<file path="src/rtl/mat_pkg.sv">
// Shared types and helpers for the matrix-multiply sequencer and its multiplier.
package mat_pkg;

  // Sequencer phases: operand load, multiplier pipeline fill, result drain.
  typedef enum logic [1:0] {
    LOAD    = 2'd0,
    COMPUTE = 2'd1,
    DRAIN   = 2'd2
  } state_t;

  // Number of enabled multiplier cycles needed to fill the adder tree.
  function automatic int unsigned fill_cycles(input int unsigned n);
    int unsigned d;
    d = $clog2(n);
    return (d > 1) ? d : 1;
  endfunction

  // Operand / result shapes of the default configuration (N=2, W_IN=8, W_OUT=32).
  typedef logic [1:0][1:0][7:0]  mat_op_t;
  typedef logic [1:0][1:0][31:0] mat_res_t;

endpackage

</file>
<file path="src/rtl/mat_serializer.sv">
// NE-to-1 result serializer with a registered valid/ready output stage.
module mat_serializer #(
  parameter int unsigned W_OUT = 32,
  parameter int unsigned NE    = 4
) (
  input  logic                         clk,
  input  logic                         rst,
  input  logic                         start,
  input  logic [NE-1:0][W_OUT-1:0]     result,
  input  logic                         out_ready,
  output logic                         out_valid,
  output logic signed [W_OUT-1:0]      out_data,
  output logic                         out_last,
  output logic                         done_c
);

  localparam int unsigned IW = (NE > 1) ? $clog2(NE) : 1;

  logic [IW-1:0] idx_q;
  logic [IW-1:0] idx_inc_c;

  assign idx_inc_c = idx_q + IW'(1);
  assign done_c    = out_valid & out_ready & out_last;

  // Present element 0 on start, advance one element per accepted transfer.
  always_ff @(posedge clk or posedge rst) begin
    if (rst) begin
      idx_q     <= '0;
      out_valid <= 1'b0;
      out_data  <= '0;
      out_last  <= 1'b0;
    end else if (start) begin
      idx_q     <= '0;
      out_valid <= 1'b1;
      out_data  <= result[0];
      out_last  <= (NE == 1);
    end else if (out_valid && out_ready) begin
      if (out_last) begin
        idx_q     <= '0;
        out_valid <= 1'b0;
        out_last  <= 1'b0;
      end else begin
        idx_q    <= idx_inc_c;
        out_data <= result[idx_inc_c];
        out_last <= (idx_inc_c == IW'(NE - 1));
      end
    end
  end

endmodule

</file>
<file path="src/rtl/mat_mul_seq.sv">
// Sequencer feeding a pipelined NxN matrix multiplier from an element stream
// and draining its result as a stream.
// Optional build macro MAT_MUL_SEQ_OVERLAP_EN: buffer the result so the next
// operand pair loads while the current result drains.
module mat_mul_seq
  import mat_pkg::*;
#(
  parameter int unsigned W_IN  = 8,
  parameter int unsigned W_OUT = 32,
  parameter int unsigned N     = 2
) (
  input  logic                          clk,
  input  logic                          rst,
  input  logic                          in_valid,
  output logic                          in_ready,
  input  logic signed [W_IN-1:0]        in_data,
  output logic [N-1:0][N-1:0][W_IN-1:0] mm_matrix_1,
  output logic [N-1:0][N-1:0][W_IN-1:0] mm_matrix_2,
  output logic                          mm_cen,
  input  logic [N-1:0][N-1:0][W_OUT-1:0] mm_result,
  output logic                          out_valid,
  input  logic                          out_ready,
  output logic signed [W_OUT-1:0]       out_data,
  output logic                          out_last,
  output logic                          busy
);

  localparam int unsigned NE   = N * N;
  localparam int unsigned FILL = fill_cycles(N);
  localparam int unsigned CW   = $clog2(2 * NE + 1);
  localparam int unsigned FW   = $clog2(FILL + 1);

  state_t        state_q, state_nx;
  logic [CW-1:0] cnt_q, cnt_nx;
  logic [FW-1:0] fill_q, fill_nx;
  logic          in_ready_nx, mm_cen_nx, busy_nx;

  logic                     accept_c;
  logic                     fill_last_c;
  logic                     drain_done_c;
  logic [NE-1:0][W_OUT-1:0] ser_src_c;

  assign accept_c    = in_valid & in_ready;
  assign fill_last_c = (state_q == COMPUTE) && (fill_q == FW'(FILL - 1));

  // Next state, counters and next values of the registered control outputs.
  always_comb begin
    state_nx    = state_q;
    cnt_nx      = cnt_q;
    fill_nx     = fill_q;
    in_ready_nx = 1'b0;
    mm_cen_nx   = 1'b0;
    busy_nx     = 1'b1;

    if (accept_c) cnt_nx = cnt_q + CW'(1);

    case (state_q)
      LOAD: begin
        if (accept_c && (cnt_q == CW'(2 * NE - 1))) state_nx = COMPUTE;
      end
      COMPUTE: begin
        if (fill_last_c) begin
          state_nx = DRAIN;
          fill_nx  = '0;
          cnt_nx   = '0;
        end else begin
          fill_nx = fill_q + FW'(1);
        end
      end
      DRAIN: begin
        if (drain_done_c) begin
`ifdef MAT_MUL_SEQ_OVERLAP_EN
          state_nx = (cnt_nx == CW'(2 * NE)) ? COMPUTE : LOAD;
`else
          state_nx = LOAD;
          cnt_nx   = '0;
`endif
        end
      end
      default: begin
        state_nx = LOAD;
        cnt_nx   = '0;
        fill_nx  = '0;
      end
    endcase

`ifdef MAT_MUL_SEQ_OVERLAP_EN
    in_ready_nx = (state_nx == LOAD) ||
                  ((state_nx == DRAIN) && (cnt_nx != CW'(2 * NE)));
`else
    in_ready_nx = (state_nx == LOAD);
`endif
    mm_cen_nx = (state_nx == COMPUTE);
    busy_nx   = !((state_nx == LOAD) && (cnt_nx == '0));
  end

  // State, counters and registered control outputs.
  always_ff @(posedge clk or posedge rst) begin
    if (rst) begin
      state_q  <= LOAD;
      cnt_q    <= '0;
      fill_q   <= '0;
      in_ready <= 1'b0;
      mm_cen   <= 1'b0;
      busy     <= 1'b0;
    end else begin
      state_q  <= state_nx;
      cnt_q    <= cnt_nx;
      fill_q   <= fill_nx;
      in_ready <= in_ready_nx;
      mm_cen   <= mm_cen_nx;
      busy     <= busy_nx;
    end
  end

  // Operand registers: element k lands in matrix k/NE at row-major slot k%NE.
  always_ff @(posedge clk or posedge rst) begin
    if (rst) begin
      mm_matrix_1 <= '0;
      mm_matrix_2 <= '0;
    end else if (accept_c) begin
      for (int e = 0; e < int'(NE); e++) begin
        if (cnt_q == CW'(e))      mm_matrix_1[e / int'(N)][e % int'(N)] <= in_data;
        if (cnt_q == CW'(NE + e)) mm_matrix_2[e / int'(N)][e % int'(N)] <= in_data;
      end
    end
  end

`ifdef MAT_MUL_SEQ_OVERLAP_EN
  logic [NE-1:0][W_OUT-1:0] res_buf_q;

  // Snapshot the product on the final enabled cycle so operands may reload.
  always_ff @(posedge clk or posedge rst) begin
    if (rst) res_buf_q <= '0;
    else if (fill_last_c) res_buf_q <= mm_result;
  end

  assign ser_src_c = (state_q == DRAIN) ? res_buf_q : mm_result;
`else
  assign ser_src_c = mm_result;
`endif

  mat_serializer #(
    .W_OUT (W_OUT),
    .NE    (NE)
  ) u_ser (
    .clk       (clk),
    .rst       (rst),
    .start     (fill_last_c),
    .result    (ser_src_c),
    .out_ready (out_ready),
    .out_valid (out_valid),
    .out_data  (out_data),
    .out_last  (out_last),
    .done_c    (drain_done_c)
  );

endmodule

</file>
<file path="config.mk">
export PLATFORM = sky130hd
export DESIGN_NAME = mat_mul_seq
export DESIGN_NICKNAME = d
export VERILOG_FILES = /design/src/rtl/mat_pkg.sv /design/src/rtl/mat_serializer.sv /design/src/rtl/mat_mul_seq.sv
export SDC_FILE = /design/constraint.sdc
export NUM_CORES = 1
export LEC_CHECK = 0
export CAP_MARGIN = 30
export CORE_MARGIN = 3
export CORE_UTILIZATION = 32
export CTS_CLUSTER_SIZE = 12
export DETAILED_ROUTE_END_ITERATION = 7
export PLACE_DENSITY = 0.67
export SKIP_LAST_GASP = 1
export SYNTH_ARGS = -nofsm -noshare
export SYNTH_HDL_FRONTEND = slang
export SYNTH_SLANG_ARGS = --single-unit
</file>
<file path="constraint.sdc">
create_clock -name clk -period 7.64 [get_ports clk]
set_input_delay 2.292 -clock clk [delete_from_list [all_inputs] [get_ports clk]]
set_output_delay 2.292 -clock clk [all_outputs]
set_load 0.03 [all_outputs]
</file>
Yosys cells after proc, flatten, opt, wreduce, memory -nomap -nowiden
Cells that the tools add are included.
- bits of input ports: 140
- flip-flop bits (word level): 110
- output and inout bits: 101
- reduce and logical (&&, ||, !) cells: 22
- bitwise gates (word level): 4
- muxes and demuxes: 24
- equal/unequal tests: 12
- $add $sub $neg: 3
- $lt $le $gt $ge: 1
- operator list (operator ; number):
    two-way mux 32 bit ; 4
    binary-select mux 32 bit (select 2 bit) ; 1
    AND reduction 2 bit ; 10
    == test 4 x 3 -> 1 bit (second input constant) ; 4
    two-way mux 2 bit ; 6
    two-way mux 4 bit ; 3
    case mux 4 bit (3 select lines) ; 1
    == test 4 x 2 -> 1 bit (second input constant) ; 2
    zero test 4 bit ; 2
    two-way mux 1 bit ; 7
    case mux 2 bit (3 select lines) ; 1
    adder 4 x 1 -> 4 bit (second input constant) ; 1
    == test 2 x 1 -> 1 bit (second input constant) ; 2
    == test 2 bit (second input constant) ; 2
    == test 4 x 1 -> 1 bit (second input constant) ; 1
    logical AND 1 bit ; 4
    zero test 2 bit ; 2
    nonzero test 2 bit ; 2
    AND 1 bit ; 3
    < comparator 2 x 3 -> 1 bit (second input constant) ; 1
    adder 2 x 1 -> 2 bit (second input constant) ; 1
    inequality test 2 bit (second input constant) ; 1
    case mux 1 bit (2 select lines) ; 1
    OR reduction 2 bit ; 1
    other kinds (3) ; 3

Depth between registers and ports, before layout
Gate-level depths: netlist (run 1).
- word-level depth: 7
- gate-level depth with buffers: 9
- gate-level depth less buffers: 5

Hierarchy
From an unflattened synthesis (run 1), not the netlist that was laid out.
- cell total of the unflattened synthesis: 358
- area total of the unflattened synthesis: 5348.9 um^2
- modules (own cells, without submodules) (module ; area each (um^2) ; times used ; cells an instance):
    mat_mul_seq ; 2924.1 ; 1 ; 190
    mat_serializer ; 2424.8 ; 1 ; 168

Worst setup path before layout (run 1)
OpenSTA, ideal clock, no wires.
- kind: input-to-reg
- start point: in in_valid
- end point: reg mm_matrix_2[24] (netlist bit)
- cell stages on the path: 5
- path buffers: 2
- library setup time: 125 ps
- path slack: 4392 ps
- data arrival time: 3123 ps
- cells stage by stage: and4b_1 -> buf_2 -> nand2_1 -> buf_6 -> mux2_4
- longest elaborated chain between the ends: 2
- ends and longest elaborated chain (element ; line ; source):
    start, declared ; mat_mul_seq.sv:14 ; input logic in_valid,
    AND 1 bit ; mat_mul_seq.sv:43 ; assign accept_c = in_valid & in_ready;
    AND reduction 2 bit (no line) ; - ;
    end signal, assigned by index ; mat_mul_seq.sv:124 ; if (cnt_q == CW'(NE + e)) mm_matrix_2[e / int'(N)][e % int'(N)] <= in_data;
    end, declared ; mat_mul_seq.sv:18 ; output logic [N-1:0][N-1:0][W_IN-1:0] mm_matrix_2,
No other way between the ends.
A chain may end at the register's enable or synchronous reset.

Worst setup path in the final report (run 1)
- start point: reg u_ser.out_last
- end point: out out_last
- RTL lines (element ; line ; source):
    start, declared ; mat_serializer.sv:13 ; output logic out_last,
    start signal, assigned ; mat_serializer.sv:36 ; out_last <= (NE == 1);
    start signal, assigned ; mat_serializer.sv:45 ; out_last <= (idx_inc_c == IW'(NE - 1));
    end, declared ; mat_mul_seq.sv:24 ; output logic out_last,
No word-level cell between the ends.

==> impl_metrics.py, run 1 <==
metrics = {
    "sta": {
        "fin_skew_ns": 0.00894,
        "holdWs_ns": 0.506,
        "setup_tns_ns": 0,
        "fmax_mhz": 260,
        "maxSlewHeadroom_pct": 41.4,
        "final-max-slew-violation-count": 0,
        "period_needed_ns": 3.85,
        "rsz0062_at_grt": "false",
        "hold_viol_final": 0,
        "timing.final.crit_share_pct": 50.4,
        "finalSetupViolCount": 0,
        "worst_pin_slew_ns": 0.879,
    },
    "clock_tree": {
        "cts_max_level": 3,
        "ctsRootBufferMaster": "clkbuf_16",
        "clk_pin_slew_ns": 0.07,
        "clockBufferDepth": 2,
        "clock_latency_ns": 0.35,
        "cts_tree": "done",
        "hold_buffers": 0,
        "cts_inserted_buffers": 9,
        "cts_resized": 0,
        "cts_sinks": 110,
        "cts_setup_buffers": 0,
    },
    "setup_path": {
        "critPathMaxFanout": 8,
        "worstPathCellList": "clkdlybuf4s50_1",
        "cp.buffers_inverters": 1,
        "criticalPathCategory": "reg2out",
        "cp-start-kind": "register",
        "crit_path_end_kind": "primary output",
        "cp.depth": 1,
        "r2r_cells": 8,
        "worstPathRequired_ns": 5.35,
        "critPathTopFamily": "buffers and inverters",
        "crit_arrival_ns": 1.56,
        "slowest_delay_ns": 0.73,
        "cp_slowest_cell": "clkdlybuf4s50_1",
    },
    "final_layout": {
        "antenna_cells": 0,
        "fin_util_pct": 50.1,
        "area_growth_syn_to_layout_pct": 52.2,
        "fin_nets": 810,
        "fillerInstances": 1482,
        "drive_gt1_share_pct": 19.4,
        "stdcell_count": 890,
        "final_cell_area_um2": 8370,
    },
    "placed_design": {
        "dp_cells": 874,
        "gp_congestion": 0.836,
        "portBuffers": 240,
        "post_dp_cell_area_um2": 8060,
        "dp_hpwl_um": 12000,
    },
    "global_route": {
        "track_usage_pct": 17.0,
        "grt_pass1_wl_um": 24900,
        "grt_pass1_vias": 4568,
        "antenna_found_initial": 0,
        "grt_overflow": 0,
        "grt_max_degree": 74,
    },
    "status": {
        "status": "finished, final reports clean",
    },
    "synth": {
        "avgSynthCellArea_um2": 12.6,
        "synth_area_leaders": "dfrtp_1 50%, mux2_2 16%, mux2i_1 6.0%, a22oi_1 5.5%, mux4_2 4.9%",
        "synth_top_area_cell": "dfrtp_1",
        "yosys-top-cells-count": "110 x dfrtp_1, 76 x mux2_2, 40 x a22oi_1, 33 x mux2i_1, 28 x nor2_1",
        "postSynthCellCount": 436,
        "syn_nets": 581,
        "syn-cell-area_um2": 5500,
        "async_flop_share_pct": 100,
        "synth_flop_cell": "dfrtp_1",
        "yosysMostFrequentCell": "dfrtp_1",
        "synth-seq-cells": 110,
        "yosys.area.top_type_share_pct": 50.1,
        "ys_warn_count": 0,
        "synth.yosys.seq_area_share_pct": 50.1,
        "synthDistinctLibCells": 35,
        "synth_enable_flop_cells": 0,
    },
    "power_and_ir_drop": {
        "p_clk_share_pct": 13.9,
        "p_sw_share_pct": 41.5,
        "ir_drop_mv": 0.222,
        "p_per_area_nw_per_um2": 419,
        "p_int_w": 0.00205,
        "power_switching_w": 0.00146,
        "p_seq_share_pct": 29.8,
        "p_comb_share_pct": 56.3,
        "p_leak_nw": 3.51,
    },
    "route": {
        "antenna_left": 0,
        "viasPerCell": 4.99,
        "drt_iter0_drc": 157,
        "num_vias": 4445,
        "wl_um": 16000,
        "drt_drc_violations_left": 0,
        "dr.pass1.iters": 5,
        "wl_per_cell_um": 18.0,
    },
    "floorplanning": {
        "die_x_um": 137,
        "boundaryPins": 241,
        "die_area_um2": 18800,
        "core_area_um2": 16700,
        "num_rows": 47,
        "start_util_pct": 32.9,
        "dieHeight_um": 137,
    },
    "worst_hold_path": {
        "hold_class": "reg2reg",
        "hold_depth": 1,
    },
    "job": {
        "maxCapViolations": 0,
    },
}
-- power groups by stage --
stage               Clock [W]  Combinational, W  Sequential (W)
finish               0.000490           0.00198         0.00105
global route         0.000532           0.00210         0.00108
CTS                  0.000509           0.00200         0.00105
detailed placement          0           0.00200         0.00105
global placement            0           0.00197         0.00104
floorplan                   0          0.000747         0.00152
-- registers in the layout, indices dropped and copies added (netlist names) --
register / cells
mm_matrix_1: 32
mm_matrix_2: 32
u_ser.out_data: 32
cnt_q: 4
state_q: 2
u_ser.idx_q: 2
busy: 1
fill_q: 1
in_ready: 1
mm_cen: 1
u_ser.out_last: 1
u_ser.out_valid: 1
-- cells by family after synthesis --
| family | count (synthesis) | synth area share (%) |
|---|---|---|
| simple gates | 71 | 6.17 |
| fa+ha+maj | 5 | 1.14 |
| xor+xnor | 4 | 0.637 |
| compound gates | 84 | 9.81 |
| buf+inv | 33 | 3.53 |
| mux | 129 | 28.7 |
| flops | 110 | 50.1 |
-- through the flow --
| step | setup slack (ns) | total power, W |
|---|---|---|
| after floorplan | 2.45 | 0.00227 |
| after global placement | 3.53 | 0.00301 |
| after detailed placement | 3.44 | 0.00305 |
| after CTS | 3.76 | 0.00356 |
| after global routing | 3.59 | 0.00371 |
| final | 3.79 | 0.00351 |
-- final cells by class --
cell class / count / area (µm²) / share of cell area (%)
clock buffer: 10 / 239 / 2.86
inverter: 5 / 21.3 / 0.254
sequential: 110 / 2750 / 32.9
clock inverter: 6 / 75.1 / 0.897
timing repair buffer: 246 / 2450 / 29.2
multi-input combinational: 293 / 2560 / 30.6
tap: 220 / 275 / 3.29
-- cells in the final DEF (no fill, tap or decap), types with 2 or more instances in the layout --
master | synthesis | final
o21ai_1 | 6 | 6
nand2_1 | 23 | 23
xor2_1 | 3 | 3
a31oi_1 | 2 | 2
dfrtp_1 | 110 | 109
nor2_1 | 28 | 28
mux2_4 | 8 | 8
buf_4 | 4 | 6
mux2i_1 | 33 | 33
clkbuf_16 | 0 | 9
ha_1 | 5 | 5
mux4_2 | 12 | 12
inv_1 | 5 | 4
a22oi_1 | 40 | 40
and2_1 | 3 | 3
clkdlybuf4s50_1 | 0 | 240
o21ai_0 | 27 | 27
nor3_2 | 2 | 2
a21o_1 | 3 | 3
mux2_2 | 76 | 76
a21oi_1 | 3 | 3
inv_6 | 0 | 2
nand2_2 | 7 | 7
-- metal layers --
layer	share of wire, %	routed length [µm]	track usage [%]
met5	0	0	0
met4	1.5	245	5.27
met3	8.5	1360	4.56
met2	49	7870	29.5
met1	41	6530	20.7
-- final timing paths --
kind                                       from                end  slack (ns)
worst max-delay path             u_ser.out_last           out_last        3.79
worst min-delay path            mm_matrix_2[14]    mm_matrix_2[14]        0.51
worst max register to register   u_ser.idx_q[0]  u_ser.out_data[9]        5.10
worst min register to register  mm_matrix_2[14]    mm_matrix_2[14]        0.51
max in group asynchronous                   rst     mm_matrix_1[8]        4.05
min in group asynchronous                   rst  u_ser.out_data[8]        2.32
(Power assumes the default switching activity.)
==> inputs of run 2 (changes only) <==
--- a/config.mk
+++ b/config.mk
@@ -10,7 +10,7 @@
 export CORE_UTILIZATION = 32
 export CTS_CLUSTER_SIZE = 12
 export DETAILED_ROUTE_END_ITERATION = 7
-export PLACE_DENSITY = 0.67
+export PLACE_DENSITY = 0.69
 export SKIP_LAST_GASP = 1
 export SYNTH_ARGS = -nofsm -noshare
 export SYNTH_HDL_FRONTEND = slang
==> constraint.sdc (replaced) <==
create_clock -name clk -period 3.1 [get_ports clk]
set_input_delay 0.93 -clock clk [delete_from_list [all_inputs] [get_ports clk]]
set_output_delay 0.93 -clock clk [all_outputs]
set_load 0.03 [all_outputs]
==> impl_metrics.py, run 2 (synthesis results as in run 1) <==
metrics = {
    "floorplanning": {
        "die_area_um2": 18800,
        "core_area_um2": 16700,
        "die_x_um": 137,
        "start_util_pct": 32.9,
        "dieHeight_um": 137,
        "num_rows": 47,
        "boundaryPins": 241,
    },
    "sta": {
        "period_needed_ns": 2.49,
        "setup_tns_ns": 0,
        "rsz0062_at_grt": "false",
        "finalSetupViolCount": 0,
        "fmax_mhz": 402,
        "timing.final.crit_share_pct": 80.2,
        "worst_pin_slew_ns": 0.832,
        "final-max-slew-violation-count": 0,
        "maxSlewHeadroom_pct": 44.5,
        "hold_viol_final": 0,
        "fin_skew_ns": 0.00596,
        "timing.final.ws_setup_ns": 0.614,
    },
    "setup_path": {
        "criticalPathCategory": "reg2out",
        "cp-start-kind": "register",
        "slowest_delay_ns": 0.74,
        "cp_slowest_cell": "clkdlybuf4s50_1",
        "cp.buffers_inverters": 1,
        "worstPathRequired_ns": 2.17,
        "critPathTopFamily": "buffers and inverters",
        "ff2ff_setup_slack_ns": 1.11,
        "critPathMaxFanout": 8,
        "worstPathCellList": "clkdlybuf4s50_1",
        "crit_arrival_ns": 1.56,
        "crit_path_end_kind": "primary output",
    },
    "final_layout": {
        "fin_util_pct": 50.3,
        "final_common_cell": "clkdlybuf4s50_1",
        "multi_input_area_um2": 2560,
        "fillerInstances": 1474,
        "area_growth_syn_to_layout_pct": 52.8,
        "stdcell_count": 889,
        "final_cell_mix": "240 x clkdlybuf4s50_1, 109 x dfrtp_1, 76 x mux2_2",
        "final_cell_area_um2": 8400,
        "reg_top3": "mm_matrix_1 (32), mm_matrix_2 (32), u_ser.out_data (32)",
        "antenna_cells": 0,
        "fin_nets": 810,
        "register_area_um2": 2750,
        "drive_gt1_share_pct": 19.1,
    },
    "global_route": {
        "grt_pass1_wl_um": 23800,
        "antenna_found_initial": 0,
        "track_usage_pct": 16.0,
        "grt_overflow": 0,
        "grt_max_degree": 111,
        "grt_pass1_vias": 4522,
    },
    "route": {
        "num_vias": 4360,
        "drt_iter0_drc": 216,
        "drt_drc_violations_left": 0,
        "wl_um": 14900,
        "wl_per_cell_um": 16.8,
        "dr.pass1.iters": 6,
        "antenna_left": 0,
        "viasPerCell": 4.90,
    },
    "clock_tree": {
        "hold_buffers": 0,
        "clock_latency_ns": 0.34,
        "cts_setup_buffers": 0,
        "cts_max_level": 3,
        "cts_sinks": 110,
        "cts_tree": "done",
        "cts_inserted_buffers": 9,
        "ctsRootBufferMaster": "clkbuf_16",
        "clk_pin_slew_ns": 0.07,
        "cts_resized": 0,
        "clockBufferDepth": 2,
    },
    "placed_design": {
        "dp_hpwl_um": 11300,
        "dp_cells": 874,
        "gp_congestion": 0.768,
        "post_dp_cell_area_um2": 8080,
        "dp_slack_ns": 0.376,
        "portBuffers": 240,
    },
    "power_and_ir_drop": {
        "power_switching_w": 0.00353,
        "p_sw_share_pct": 40.7,
        "p_int_w": 0.00515,
        "p_leak_nw": 3.52,
        "p_comb_share_pct": 56.0,
        "p_clk_share_pct": 14.3,
        "p_per_area_nw_per_um2": 1030,
        "ir_drop_mv": 0.566,
        "p_seq_share_pct": 29.7,
    },
    "status": {
        "status": "finished, final reports clean",
    },
    "worst_hold_path": {
        "hold_class": "reg2reg",
    },
    "job": {
        "maxCapViolations": 0,
    },
}
==> run 2: cell count changes in the layout (fill, tap and decap cells not counted) <==
cell	change
clkbuf_1	+1
inv_8	-1
buf_12	+2
clkinv_4	-1
inv_4	-1
bufinv_16	+1
buf_4	-2
==> run 2: layout make-up <==
cell class                      instances  area share [%]
Clock buffer                           11            2.89
Clock inverter                          4           0.923
Inverter                                5           0.268
Multi-Input combinational cell        293            30.4
Sequential cell                       110            32.8
Tap cell                              220            3.28
Timing Repair Buffer                  246            29.4
==> run 2: path summary, 6_finish.rpt <==
kind	cells past startpoint	start	end
setup / recovery	1	u_ser.out_last	out_last
hold / removal	1	mm_matrix_1[26]	mm_matrix_1[26]
setup reg to reg	4	u_ser.idx_q[0]	u_ser.out_data[21]
hold reg to reg	1	mm_matrix_1[26]	mm_matrix_1[26]
max in group asynchronous	3	rst	u_ser.out_data[18]
min in group asynchronous	3	rst	mm_matrix_2[28]
==> run 2: per-layer routing <==
| metal | vias up | global-route usage (%) | share of wire (%) |
|---|---|---|---|
| met5 | - | 0 | 0 |
| met4 | 0 | 5.04 | 1.3 |
| met1 | 2092 | 20.6 | 42 |
| met3 | 12 | 4.74 | 8.6 |
| li1 | 2065 | - | - |
| met2 | 191 | 26.1 | 48 |
==> run 2: power by group through the flow <==
stage	Combinational, W	Clock, W	Sequential, W
3_3_place_gp	0.00483	0	0.00258
4_1_cts	0.00491	0.00129	0.00259
5_1_grt	0.00521	0.00135	0.00267
2_1_floorplan	0.00184	0	0.00376
6_report	0.00486	0.00124	0.00258
3_5_place_dp	0.00491	0	0.00260
==> run 2: stage by stage <==
step / total power (W) / hold slack (ns)
floorplan: 0.00560 / 0.502
global placement: 0.00741 / 0.487
detailed placement: 0.00751 / 0.493
CTS: 0.00879 / 0.509
global route: 0.00923 / 0.512
finish: 0.00868 / 0.504
==> inputs of run 3 (changes only) <==
--- a/config.mk
+++ b/config.mk
@@ -10,7 +10,7 @@
 export CORE_UTILIZATION = 32
 export CTS_CLUSTER_SIZE = 12
 export DETAILED_ROUTE_END_ITERATION = 7
-export PLACE_DENSITY = 0.69
+export PLACE_DENSITY = 0.67
 export SKIP_LAST_GASP = 1
 export SYNTH_ARGS = -nofsm -noshare
 export SYNTH_HDL_FRONTEND = slang
==> constraint.sdc (replaced) <==
create_clock -name clk -period 2.5 [get_ports clk]
set_input_delay 0.75 -clock clk [delete_from_list [all_inputs] [get_ports clk]]
set_output_delay 0.75 -clock clk [all_outputs]
set_load 0.03 [all_outputs]
==> impl_metrics.py, run 3 (synthesis results as in run 1) <==
metrics = {
    "setup_path": {
        "r2r-start": "u_ser.idx_q[0]",
        "critPathMaxFanout": 8,
        "critPathTopFamily": "buffers and inverters",
        "worstPathRequired_ns": 1.75,
        "slowest_delay_ns": 0.74,
        "crit_path_end_kind": "primary output",
        "cp_slowest_cell": "clkdlybuf4s50_1",
        "criticalPathCategory": "reg2out",
        "crit_arrival_ns": 1.55,
        "worstPathCellList": "clkdlybuf4s50_1",
        "cp.buffers_inverters": 1,
        "cp-start-kind": "register",
        "startpoint": "u_ser.out_last",
    },
    "route": {
        "drt_iter0_drc": 173,
        "dr.pass1.iters": 6,
        "wl_per_cell_um": 17.1,
        "viasPerCell": 4.89,
        "wl_um": 15300,
        "num_vias": 4370,
        "antenna_left": 0,
        "drt_drc_violations_left": 0,
    },
    "sta": {
        "final-max-slew-violation-count": 0,
        "setup_tns_ns": 0,
        "worst_pin_slew_ns": 0.551,
        "finalSetupViolCount": 0,
        "hold_viol_final": 0,
        "rsz0062_at_grt": "false",
        "period_needed_ns": 2.30,
        "fin_skew_ns": 0.0101,
        "fmax_mhz": 434,
        "timing.final.crit_share_pct": 92.1,
        "timing.final.ws_setup_ns": 0.197,
        "maxSlewHeadroom_pct": 63.3,
    },
    "placed_design": {
        "gp_congestion": 0.827,
        "dp_cells": 877,
        "dp_slack_ns": 0.150,
        "portBuffers": 240,
        "dp_hpwl_um": 11800,
    },
    "final_layout": {
        "area_growth_syn_to_layout_pct": 53.3,
        "drive_gt1_share_pct": 19.3,
        "fin_nets": 813,
        "final_cell_mix": "240 x clkdlybuf4s50_1, 109 x dfrtp_1, 76 x mux2_2",
        "fin_util_pct": 50.5,
        "reg_top3": "mm_matrix_1 (32), mm_matrix_2 (32), u_ser.out_data (32)",
        "final_common_cell": "clkdlybuf4s50_1",
        "stdcell_count": 893,
        "antenna_cells": 0,
    },
    "global_route": {
        "track_usage_pct": 16.2,
        "antenna_found_initial": 0,
        "grt_pass1_wl_um": 23900,
        "grt_pass1_vias": 4561,
        "grt_overflow": 0,
        "grt_max_degree": 71,
    },
    "status": {
        "status": "finished, final reports clean",
    },
    "power_and_ir_drop": {
        "p_per_area_nw_per_um2": 1270,
        "ir_drop_mv": 0.655,
        "p_leak_nw": 3.53,
    },
    "clock_tree": {
        "cts_inserted_buffers": 9,
        "cts_max_level": 3,
        "cts_setup_buffers": 0,
        "cts_tree": "done",
        "clockBufferDepth": 2,
        "cts_resized": 0,
        "hold_buffers": 0,
        "cts_sinks": 110,
        "clock_latency_ns": 0.34,
        "clk_pin_slew_ns": 0.07,
        "ctsRootBufferMaster": "clkbuf_16",
    },
    "floorplanning": {
        "num_rows": 47,
        "die_area_um2": 18800,
        "boundaryPins": 241,
        "start_util_pct": 32.9,
        "die_x_um": 137,
        "dieHeight_um": 137,
        "core_area_um2": 16700,
    },
    "worst_hold_path": {
        "hold_class": "reg2reg",
        "hold_start": "mm_matrix_2[7]",
    },
    "job": {
        "maxCapViolations": 0,
    },
}
-- run 3: power by group --
| part | switching (W) | total, W | internal (W) |
|---|---|---|---|
| combinational | 0.00320 | 0.00607 | 0.00287 |
| clock | 0.000632 | 0.00142 | 0.000785 |
| sequential | 0.000572 | 0.00321 | 0.00263 |
-- run 3: final timing paths --
check,end,slack [ns],cells past startpoint
max in group asynchronous,u_ser.idx_q[0],1.12,3
setup / recovery,out_last,0.20,1
setup reg to reg,u_ser.out_data[5],0.49,6
min in group asynchronous,mm_matrix_1[30],0.70,2
hold reg to reg,mm_matrix_2[7],0.51,1
hold / removal,mm_matrix_2[7],0.51,1
-- run 3: worst register-to-register path, cell delays in order (launching register included) --
cell and delay [ns]:
dfrtp_2 0.39, inv_1 0.05, ha_1 0.46, buf_4 0.39
mux4_2 0.36, mux2i_1 0.13, o21ai_0 0.09
-- run 3: cell type report --
type	instances	area, µm²
clock inverter	4	52.6
inverter	5	22.5
fill	1464	8270
clock buffer	12	236
tap	220	275
multi-input combinational	293	2560
timing repair buffer	249	2530
sequential	110	2750
-- run 3: per-layer routing --
layer	up-vias	routed length (µm)	GRT usage (%)
met3	13	1230	4.41
li1	2060	-	-
met2	184	7640	27.7
met1	2113	6240	20.3
met4	0	159	4.21
met5	-	0	0
-- run 3: stage by stage --
| stage | power, W | hold slack (ns) | area [µm²] |
|---|---|---|---|
| 2_1_floorplan | 0.00694 | 0.502 | 5500 |
| 4_1_cts | 0.0108 | 0.511 | 8430 |
| 5_1_grt | 0.0113 | 0.525 | 8430 |
| 3_5_place_dp | 0.00937 | 0.495 | 8140 |
| 3_3_place_gp | 0.00923 | 0.489 | 8140 |
| 6_report | 0.0107 | 0.509 | 8430 |
